$ cat src/rtl/axi_lite_mmu_regfile_if.sv
// AXI4-Lite bus bundle for the MMU/cosim register file.
// The master drives addresses, data, valids and response readies; the slave answers.
interface axi_lite_mmu_regfile_if #(
  parameter int ADDR_W = 64,
  parameter int DATA_W = 64
);
  logic [ADDR_W-1:0]   awaddr;
  logic                awvalid;
  logic                awready;
  logic [DATA_W-1:0]   wdata;
  logic [DATA_W/8-1:0] wstrb;
  logic                wvalid;
  logic                wready;
  logic [1:0]          bresp;
  logic                bvalid;
  logic                bready;
  logic [ADDR_W-1:0]   araddr;
  logic                arvalid;
  logic                arready;
  logic [DATA_W-1:0]   rdata;
  logic [1:0]          rresp;
  logic                rvalid;
  logic                rready;

  modport master (
    output awaddr, awvalid, wdata, wstrb, wvalid, bready, araddr, arvalid, rready,
    input  awready, wready, bresp, bvalid, arready, rdata, rresp, rvalid
  );

  modport slave (
    input  awaddr, awvalid, wdata, wstrb, wvalid, bready, araddr, arvalid, rready,
    output awready, wready, bresp, bvalid, arready, rdata, rresp, rvalid
  );
endinterface

$ cat src/rtl/axi_lite_mmu_regfile.sv
// Parametrised AXI4-Lite register file: NUM_REGS read/write control registers
// followed by NUM_RO read-only status words. Write and read channels run
// independently; every output is driven from flops only.
module axi_lite_mmu_regfile #(
  parameter int                         DATA_W    = 64,
  parameter int                         ADDR_W    = 64,
  parameter int                         NUM_REGS  = 8,
  parameter int                         NUM_RO    = 2,
  parameter logic [ADDR_W-1:0]          BASE_ADDR = {ADDR_W{1'b0}},
  parameter logic [NUM_REGS*DATA_W-1:0] RW_RESET  = {(NUM_REGS*DATA_W){1'b0}},
  localparam int                        RO_N      = (NUM_RO > 0) ? NUM_RO : 1
) (
  input  logic                         clk,
  input  logic                         rst,
  axi_lite_mmu_regfile_if.slave        s,
  input  logic [RO_N*DATA_W-1:0]       ro_status,
  output logic [NUM_REGS*DATA_W-1:0]   regs_q,
  output logic [NUM_REGS-1:0]          reg_wpulse
);
  localparam int NB  = DATA_W / 8;
  localparam int LSB = $clog2(NB);

  typedef enum logic [0:0] {W_IDLE = 1'b0, W_RESP = 1'b1} w_state_t;
  typedef enum logic [0:0] {R_IDLE = 1'b0, R_DATA = 1'b1} r_state_t;

  // Word index relative to the base; meaningless when the address is below the base.
  function automatic logic [ADDR_W-1:0] addr_idx(input logic [ADDR_W-1:0] a);
    return (a - BASE_ADDR) >> LSB;
  endfunction

  // Borrow out of (a - BASE_ADDR) flags an address below the window.
  function automatic logic below_base(input logic [ADDR_W-1:0] a);
    logic [ADDR_W:0] diff;
    diff = {1'b0, a} - {1'b0, BASE_ADDR};
    return diff[ADDR_W];
  endfunction

  function automatic logic is_rw(input logic [ADDR_W-1:0] a);
    return !below_base(a) && (addr_idx(a) < ADDR_W'(NUM_REGS));
  endfunction

  function automatic logic is_ro(input logic [ADDR_W-1:0] a);
    return !below_base(a) && (addr_idx(a) >= ADDR_W'(NUM_REGS)) &&
           (addr_idx(a) < ADDR_W'(NUM_REGS + NUM_RO));
  endfunction

  function automatic logic [DATA_W-1:0] sel_rw(input logic [ADDR_W-1:0] idx,
                                               input logic [NUM_REGS*DATA_W-1:0] regs);
    logic [DATA_W-1:0] v;
    v = {DATA_W{1'b0}};
    for (int i = 0; i < NUM_REGS; i++) begin
      if (idx == ADDR_W'(i)) v = regs[i*DATA_W +: DATA_W];
    end
    return v;
  endfunction

  function automatic logic [DATA_W-1:0] sel_ro(input logic [ADDR_W-1:0] idx,
                                               input logic [RO_N*DATA_W-1:0] ro);
    logic [DATA_W-1:0] v;
    v = {DATA_W{1'b0}};
    for (int j = 0; j < NUM_RO; j++) begin
      if (idx == ADDR_W'(NUM_REGS + j)) v = ro[j*DATA_W +: DATA_W];
    end
    return v;
  endfunction

  w_state_t               r_wstate, w_wstate_nxt;
  r_state_t               r_rstate, w_rstate_nxt;
  logic                   r_aw_held, r_w_held;
  logic [ADDR_W-1:0]      r_awaddr;
  logic [DATA_W-1:0]      r_wdata;
  logic [NB-1:0]          r_wstrb;
  logic [NUM_REGS*DATA_W-1:0] r_regs;
  logic [NUM_REGS-1:0]    r_wpulse;
  logic                   r_bvalid, r_rvalid;
  logic [1:0]             r_bresp, r_rresp;
  logic [DATA_W-1:0]      r_rdata;
  logic                   w_awready, w_wready, w_commit;
  logic                   w_arready, w_ar_fire;
  logic [DATA_W-1:0]      w_rd_data;
  logic [1:0]             w_rd_resp;
  logic [ADDR_W-1:0]      w_wr_idx, w_rd_idx;
  logic                   w_wr_rw;

  assign w_wr_idx = addr_idx(r_awaddr);
  assign w_wr_rw  = is_rw(r_awaddr);
  assign w_rd_idx = addr_idx(s.araddr);

  // Write FSM state register.
  always_ff @(posedge clk) begin
    if (rst) r_wstate <= W_IDLE;
    else     r_wstate <= w_wstate_nxt;
  end

  // Write FSM next state, channel readies and the commit strobe.
  always_comb begin
    w_wstate_nxt = r_wstate;
    w_awready    = 1'b0;
    w_wready     = 1'b0;
    w_commit     = 1'b0;
    case (r_wstate)
      W_IDLE: begin
        w_awready = !r_aw_held;
        w_wready  = !r_w_held;
        if (r_aw_held && r_w_held) begin
          w_commit     = 1'b1;
          w_wstate_nxt = W_RESP;
        end else begin
          w_wstate_nxt = W_IDLE;
        end
      end
      W_RESP: begin
        if (s.bready) w_wstate_nxt = W_IDLE;
        else          w_wstate_nxt = W_RESP;
      end
      default: w_wstate_nxt = W_IDLE;
    endcase
  end

  // Capture AW and W independently; both are released by the commit.
  always_ff @(posedge clk) begin
    if (rst) begin
      r_aw_held <= 1'b0;
      r_w_held  <= 1'b0;
      r_awaddr  <= {ADDR_W{1'b0}};
      r_wdata   <= {DATA_W{1'b0}};
      r_wstrb   <= {NB{1'b0}};
    end else begin
      if (w_commit) begin
        r_aw_held <= 1'b0;
      end else if (s.awvalid && w_awready) begin
        r_aw_held <= 1'b1;
        r_awaddr  <= s.awaddr;
      end
      if (w_commit) begin
        r_w_held <= 1'b0;
      end else if (s.wvalid && w_wready) begin
        r_w_held <= 1'b1;
        r_wdata  <= s.wdata;
        r_wstrb  <= s.wstrb;
      end
    end
  end

  // Register update, write pulse and write response.
  always_ff @(posedge clk) begin
    if (rst) begin
      r_regs   <= RW_RESET;
      r_wpulse <= {NUM_REGS{1'b0}};
      r_bvalid <= 1'b0;
      r_bresp  <= 2'b00;
    end else begin
      r_wpulse <= {NUM_REGS{1'b0}};
      if (w_commit) begin
        r_bvalid <= 1'b1;
        if (w_wr_rw) begin
          r_bresp <= 2'b00;
          for (int i = 0; i < NUM_REGS; i++) begin
            if (w_wr_idx == ADDR_W'(i)) begin
              r_wpulse[i] <= 1'b1;
              for (int b = 0; b < NB; b++) begin
                if (r_wstrb[b]) r_regs[i*DATA_W + b*8 +: 8] <= r_wdata[b*8 +: 8];
              end
            end
          end
        end else begin
          r_bresp <= 2'b10;
        end
      end else if ((r_wstate == W_RESP) && s.bready) begin
        r_bvalid <= 1'b0;
      end
    end
  end

  // Read FSM state register.
  always_ff @(posedge clk) begin
    if (rst) r_rstate <= R_IDLE;
    else     r_rstate <= w_rstate_nxt;
  end

  // Read FSM next state and address handshake.
  always_comb begin
    w_rstate_nxt = r_rstate;
    w_arready    = 1'b0;
    w_ar_fire    = 1'b0;
    case (r_rstate)
      R_IDLE: begin
        w_arready = 1'b1;
        if (s.arvalid) begin
          w_ar_fire    = 1'b1;
          w_rstate_nxt = R_DATA;
        end else begin
          w_rstate_nxt = R_IDLE;
        end
      end
      R_DATA: begin
        if (s.rready) w_rstate_nxt = R_IDLE;
        else          w_rstate_nxt = R_DATA;
      end
      default: w_rstate_nxt = R_IDLE;
    endcase
  end

  // Read data mux; reads see register contents from before any same-edge commit.
  always_comb begin
    w_rd_data = {DATA_W{1'b0}};
    w_rd_resp = 2'b10;
    if (is_rw(s.araddr)) begin
      w_rd_data = sel_rw(w_rd_idx, r_regs);
      w_rd_resp = 2'b00;
    end else if (is_ro(s.araddr)) begin
      w_rd_data = sel_ro(w_rd_idx, ro_status);
      w_rd_resp = 2'b00;
    end else begin
      w_rd_data = {DATA_W{1'b0}};
      w_rd_resp = 2'b10;
    end
  end

  // Read response registers, held until the master accepts them.
  always_ff @(posedge clk) begin
    if (rst) begin
      r_rvalid <= 1'b0;
      r_rdata  <= {DATA_W{1'b0}};
      r_rresp  <= 2'b00;
    end else if (w_ar_fire) begin
      r_rvalid <= 1'b1;
      r_rdata  <= w_rd_data;
      r_rresp  <= w_rd_resp;
    end else if ((r_rstate == R_DATA) && s.rready) begin
      r_rvalid <= 1'b0;
    end
  end

  assign s.awready  = w_awready;
  assign s.wready   = w_wready;
  assign s.bvalid   = r_bvalid;
  assign s.bresp    = r_bresp;
  assign s.arready  = w_arready;
  assign s.rvalid   = r_rvalid;
  assign s.rdata    = r_rdata;
  assign s.rresp    = r_rresp;
  assign regs_q     = r_regs;
  assign reg_wpulse = r_wpulse;
endmodule
$ cat src/flat_wrapper.sv
// flat-port wrapper written by rule: the top's interface ports become plain ports
module axi_lite_mmu_regfile_flat 
#(
  parameter int                         DATA_W    = 64,
  parameter int                         ADDR_W    = 64,
  parameter int                         NUM_REGS  = 8,
  parameter int                         NUM_RO    = 2,
  parameter logic [ADDR_W-1:0]          BASE_ADDR = {ADDR_W{1'b0}},
  parameter logic [NUM_REGS*DATA_W-1:0] RW_RESET  = {(NUM_REGS*DATA_W){1'b0}},
  localparam int                        RO_N      = (NUM_RO > 0) ? NUM_RO : 1
)
  (clk, rst, ro_status, regs_q, reg_wpulse, s_awaddr, s_awvalid, s_wdata, s_wstrb, s_wvalid, s_bready, s_araddr, s_arvalid, s_rready, s_awready, s_wready, s_bresp, s_bvalid, s_arready, s_rdata, s_rresp, s_rvalid);
  axi_lite_mmu_regfile_if #(.ADDR_W(ADDR_W), .DATA_W(DATA_W)) s_i ();
  input  logic clk;
  input  logic rst;
  input  logic [RO_N*DATA_W-1:0] ro_status;
  output logic [NUM_REGS*DATA_W-1:0] regs_q;
  output logic [NUM_REGS-1:0] reg_wpulse;
  input wire logic [$bits(s_i.awaddr)-1:0] s_awaddr;
  input wire logic [$bits(s_i.awvalid)-1:0] s_awvalid;
  input wire logic [$bits(s_i.wdata)-1:0] s_wdata;
  input wire logic [$bits(s_i.wstrb)-1:0] s_wstrb;
  input wire logic [$bits(s_i.wvalid)-1:0] s_wvalid;
  input wire logic [$bits(s_i.bready)-1:0] s_bready;
  input wire logic [$bits(s_i.araddr)-1:0] s_araddr;
  input wire logic [$bits(s_i.arvalid)-1:0] s_arvalid;
  input wire logic [$bits(s_i.rready)-1:0] s_rready;
  output wire logic [$bits(s_i.awready)-1:0] s_awready;
  output wire logic [$bits(s_i.wready)-1:0] s_wready;
  output wire logic [$bits(s_i.bresp)-1:0] s_bresp;
  output wire logic [$bits(s_i.bvalid)-1:0] s_bvalid;
  output wire logic [$bits(s_i.arready)-1:0] s_arready;
  output wire logic [$bits(s_i.rdata)-1:0] s_rdata;
  output wire logic [$bits(s_i.rresp)-1:0] s_rresp;
  output wire logic [$bits(s_i.rvalid)-1:0] s_rvalid;
  assign s_i.awaddr = s_awaddr;
  assign s_i.awvalid = s_awvalid;
  assign s_i.wdata = s_wdata;
  assign s_i.wstrb = s_wstrb;
  assign s_i.wvalid = s_wvalid;
  assign s_i.bready = s_bready;
  assign s_i.araddr = s_araddr;
  assign s_i.arvalid = s_arvalid;
  assign s_i.rready = s_rready;
  assign s_awready = s_i.awready;
  assign s_wready = s_i.wready;
  assign s_bresp = s_i.bresp;
  assign s_bvalid = s_i.bvalid;
  assign s_arready = s_i.arready;
  assign s_rdata = s_i.rdata;
  assign s_rresp = s_i.rresp;
  assign s_rvalid = s_i.rvalid;
  axi_lite_mmu_regfile #(.DATA_W(DATA_W), .ADDR_W(ADDR_W), .NUM_REGS(NUM_REGS), .NUM_RO(NUM_RO), .BASE_ADDR(BASE_ADDR), .RW_RESET(RW_RESET)) u_core (.clk(clk), .rst(rst), .s(s_i), .ro_status(ro_status), .regs_q(regs_q), .reg_wpulse(reg_wpulse));
endmodule
$ cat config.mk
export PLATFORM = sky130hd
export DESIGN_NAME = axi_lite_mmu_regfile_flat
export DESIGN_NICKNAME = d
export VERILOG_FILES = /design/src/rtl/axi_lite_mmu_regfile_if.sv /design/src/rtl/axi_lite_mmu_regfile.sv /design/src/flat_wrapper.sv
export SDC_FILE = /design/constraint.sdc
export NUM_CORES = 2
export LEC_CHECK = 0
export ABC_AREA = 1
export ABC_CLOCK_PERIOD_IN_PS = 2300
export CELL_PAD_IN_SITES_DETAIL_PLACEMENT = 1
export CELL_PAD_IN_SITES_GLOBAL_PLACEMENT = 1
export CORE_AREA = 2 2 365 367
export DETAILED_ROUTE_END_ITERATION = 8
export DIE_AREA = 0 0 367 369
export PLACE_DENSITY_LB_ADDON = 0.25
export SETUP_SLACK_MARGIN = 0.2
export SYNTH_ARGS = -nofsm -noshare
export SYNTH_HDL_FRONTEND = slang
export SYNTH_SLANG_ARGS = --single-unit
$ cat constraint.sdc
create_clock -name clk -period 2.3 [get_ports clk]
set_input_delay 0.23 -clock clk [delete_from_list [all_inputs] [get_ports clk]]
set_output_delay 0.23 -clock clk [all_outputs]
set_load 0.02 [all_outputs]
==> run_results.csv <==
group,metric,value,unit
global_routing,antenna_found_initial,18,
sta,tightest_slew,0.916,ns
detailed_routing,count_of_nets_left_with_antenna_violations_after_detail_routing,0,
power,p_leak,0.0179,uW
sta,final.period_utilization,1.03,
yosys,synth_seq_cells,725,
yosys,synth_cells,4800,
floorplan,die-width,367,um
yosys,synth_cell_type_count,32,
worst_setup_path,cp.required,2.86,ns
worst_setup_path,end_kind,"register",
cts,htreeDepth,3,
worst_setup_path,biggest_cell_delay_along_the_critical_path,0.40,ns
layout,final_layout_net_count,6187,
yosys,async_reset_ff_frac,0,
sta,timing.slew.headroom,0.389,
layout,areaGrowthSynthToFinish,57.2,%
status,outcome,"complete, but fails checks",
layout,final_core_util,0.384,
layout,drive_gt1_frac,0.140,
sta,fin_worst_skew,0.0281,ns
cts,tritoncts_clock_tree,"done",
placement,gp_congestion,0.923,
worst_setup_path,largest_fanout_of_any_net_on_the_critical_path,8,
floorplan,num_rows,133,
floorplan,io_pins,928,
floorplan,initial_utilization,0.244,
yosys,synth.cell_area,32000,um^2
run,cap_viol_max_count,0,
yosys,synthesis.yosys.warnings,0,
worst_setup_path,critical_path_launch_point_type,"register",
yosys,synth_area_leader_cell,"sky130_fd_sc_hd__dfxtp_1",
yosys,yosysSeqAreaShare,0.454,
status,violations,"negative setup slack",
worst_setup_path,setup.worst_path.class,"reg2reg",
placement,placement.io_buffers,919,
detailed_routing,detail_route.vias_per_cell,4.83,
global_routing,globalRoute.totalOverflow,0,
global_routing,grt_first_pass_wirelength,267000,um
placement,place.detailed.hpwl,143000,um
detailed_routing,finalWirelength,186000,um
detailed_routing,post-route-drc-count,0,
sta,final-max-slew-violation-count,0,
cts,path_clk_slew,0.06,ns
worst_setup_path,worst-endpoint-arrival,2.92,ns
detailed_routing,detail_route.iter0.violations,2233,
global_routing,first_global_vias,37600,
layout,stdcell_count,7692,
worst_setup_path,worst_path_cell_chain,"nor4_4 -> nand4_4 -> nor4_1 -> buf_4 -> nand2_8 -> inv_6 -> buf_12 -> nand2_4 -> buf_12 -> nor2_4 -> nor2_1",
worst_setup_path,critical-path-top-cell-by-count,"sky130_fd_sc_hd__buf_12",
sta,setup_ws,-0.0590,ns
yosys,synthFlopType,"sky130_fd_sc_hd__dfxtp_1",
yosys,synthesis.area_per_instance,6.67,um^2
cts,worst_skew_pair.late_latency,0.68,ns
yosys,yosysTopAreaCellShare,0.454,
cts,cts_num_sinks,725,
hold_path,worstHoldPathType,"in2reg",
power,total_power,30000,uW
floorplan,die_h,369,um
placement,post-place-cells,7494,
sta,setup_viol_count_final,81,
global_routing,grt_use_total,0.265,
cts,cts_buffer_depth,3,
yosys,synth_area_leaders,"sky130_fd_sc_hd__dfxtp_1 (45%), sky130_fd_sc_hd__nand2_1 (18%), sky130_fd_sc_hd__nor2_1 (9.0%), sky130_fd_sc_hd__a21oi_1 (8.1%), sky130_fd_sc_hd__nand3_1 (4.3%)",
detailed_routing,via_count_of_the_routed_design,37200,
yosys,synth_edf_count,0,
power,power-per-cell-area,597,nW/um^2
cts,numCtsBuffers,90,
sta,final.hold.worst_slack,0.185,ns
detailed_routing,drt-pass1-iter-count,5,
sta,maxClockFrequency,424,MHz
yosys,yosys.cell_count.top_type,"sky130_fd_sc_hd__nand2_1",
floorplan,design.die.area,135000,um^2
global_routing,grt_max_degree,147,
sta,unrepaired_setup_endpoints_after_global_routing,"true",
detailed_routing,wl_per_cell,24.2,um
cts,cts_root_buf,"sky130_fd_sc_hd__clkbuf_16",
yosys,ys_top_cells_by_count,"sky130_fd_sc_hd__nand2_1 (1,551), sky130_fd_sc_hd__nor2_1 (767), sky130_fd_sc_hd__dfxtp_1 (725)",
floorplan,core_area,131000,um^2
sta,hold_violations_final,0,
sta,finalCriticalPeriod,2.36,ns
worst_setup_path,cpMaxStageDelayCell,"sky130_fd_sc_hd__nor4_1",
power,power.ir.vdd_worst,0.503,mV
-- cells in the final DEF (no fill, tap or decap), types with 4 or more instances in the layout --
master                            count
sky130_fd_sc_hd__nand2_2             74
sky130_fd_sc_hd__inv_2               19
sky130_fd_sc_hd__buf_8                9
sky130_fd_sc_hd__diode_2             15
sky130_fd_sc_hd__clkbuf_16           93
sky130_fd_sc_hd__clkinvlp_4           8
sky130_fd_sc_hd__nand2_1           1452
sky130_fd_sc_hd__inv_1              219
sky130_fd_sc_hd__nor2_2              17
sky130_fd_sc_hd__buf_12              77
sky130_fd_sc_hd__nand4_1             73
sky130_fd_sc_hd__nand3_2             32
sky130_fd_sc_hd__buf_6               40
sky130_fd_sc_hd__clkinv_4            13
sky130_fd_sc_hd__nor4_1              19
sky130_fd_sc_hd__nand3_4             27
sky130_fd_sc_hd__buf_4              188
sky130_fd_sc_hd__nand2_4             22
sky130_fd_sc_hd__a21oi_1            488
sky130_fd_sc_hd__nand3_1            272
sky130_fd_sc_hd__nor2_1             728
sky130_fd_sc_hd__clkinv_2            38
sky130_fd_sc_hd__nor2_4              23
sky130_fd_sc_hd__nor3_1              12
sky130_fd_sc_hd__clkdlybuf4s50_1    917
sky130_fd_sc_hd__bufinv_16            5
sky130_fd_sc_hd__dfxtp_1            717
sky130_fd_sc_hd__o21ai_2             31
sky130_fd_sc_hd__buf_16               4
sky130_fd_sc_hd__a21oi_2             33
sky130_fd_sc_hd__inv_6               11
sky130_fd_sc_hd__clkbuf_8            21
sky130_fd_sc_hd__dfxtp_2              8
sky130_fd_sc_hd__inv_4                7
sky130_fd_sc_hd__nand2_8              4
sky130_fd_sc_hd__clkbuf_1            14
sky130_fd_sc_hd__o21ai_0            168
sky130_fd_sc_hd__nor4_4              14
-- final cells by class --
type,count,area (um^2)
antenna,15,37.5
clock buffer,126,2620
clock inverter,36,367
fill,16000,80800
inverter,290,1270
multi-input combinational,3506,16400
sequential,725,14500
tap,1755,2200
timing repair buffer,1239,12900
-- routing by layer --
| layer | global-route usage | up-vias | share of wire |
|---|---|---|---|
| met2 | 0.447 | 1202 | 0.48 |
| li1 | - | 17500 | - |
| met4 | 0.0964 | 2 | 0.035 |
| met1 | 0.335 | 18200 | 0.42 |
| met3 | 0.0503 | 265 | 0.065 |
| met5 | 0 | - | 0.000059 |
-- final timing paths --
| path | slack [ns] | cells after the start | from | to |
|---|---|---|---|---|
| worst max-delay path | -0.06 | 11 | u_core.r_awaddr[31] | u_core.regs_q[1] |
| worst min register to register | 0.47 | 2 | u_core.s.rdata[35] | u_core.s.rdata[35] |
| worst min-delay path | 0.18 | 3 | s_wdata[16] | u_core.r_wdata[16] |
| worst max register to register | -0.06 | 11 | u_core.r_awaddr[31] | u_core.regs_q[1] |
-- state kept, by name (all words and copies together) (netlist names) --
name,flops
u_core.r_rstate,1
u_core.s.rresp,1
u_core.reg_wpulse,8
u_core.r_w_held,1
u_core.s.rdata,64
u_core.s.bresp,1
u_core.r_wdata,64
u_core.s.bvalid,1
u_core.r_aw_held,1
u_core.r_wstate,1
u_core.regs_q,512
u_core.s.rvalid,1
u_core.r_awaddr,61
u_core.r_wstrb,8
-- worst max-delay path: cells and delay by family (launching register included) --
family,cells,cell delay (ns)
simple gates,7,1.20
buf+inv,4,0.68
flops,1,0.33
-- stage by stage --
stage                     cell area (um^2)  setup slack, ns  setup TNS [ns]
after CTS                            49400          -0.0968          -12.44
after detailed placement             45500           -0.700          -56.48
after global placement               45500           -0.708          -53.02
after floorplan                      32100            0.176               0
final                                50300          -0.0590           -1.72
after global routing                 50300           -0.168          -38.55
-- power breakdown --
group | switching, uW | total [uW] | internal (uW)
Sequential | 625 | 13400 | 12800
Combinational | 1100 | 2060 | 953
Clock | 6030 | 14500 | 8500
Total | 7760 | 30000 | 22300
-- timing repair --
item / in CTS / in global routing
pin swaps: 55 / 39
buffers inserted: 9 / 7
gates cloned: 2 / 2
endpoints found under the setup margin: 551 / 600
endpoints found under the hold margin: 19 / 0
resized for setup: 241 / 212
hold buffers: 1 / 0
-- kinds of logic (layout without fill, tap and decap cells) --
logic type	count (synthesis)	in the layout	share of synthesized area
buffers and inverters	570	1691	0.0717
other	1	17	0.000117
flip-flops	725	725	0.454
AND/OR/NAND/NOR	2779	2779	0.361
AO/OA/AOI/OAI	725	725	0.114
No activity file was read; power rests on OpenSTA's default activity.
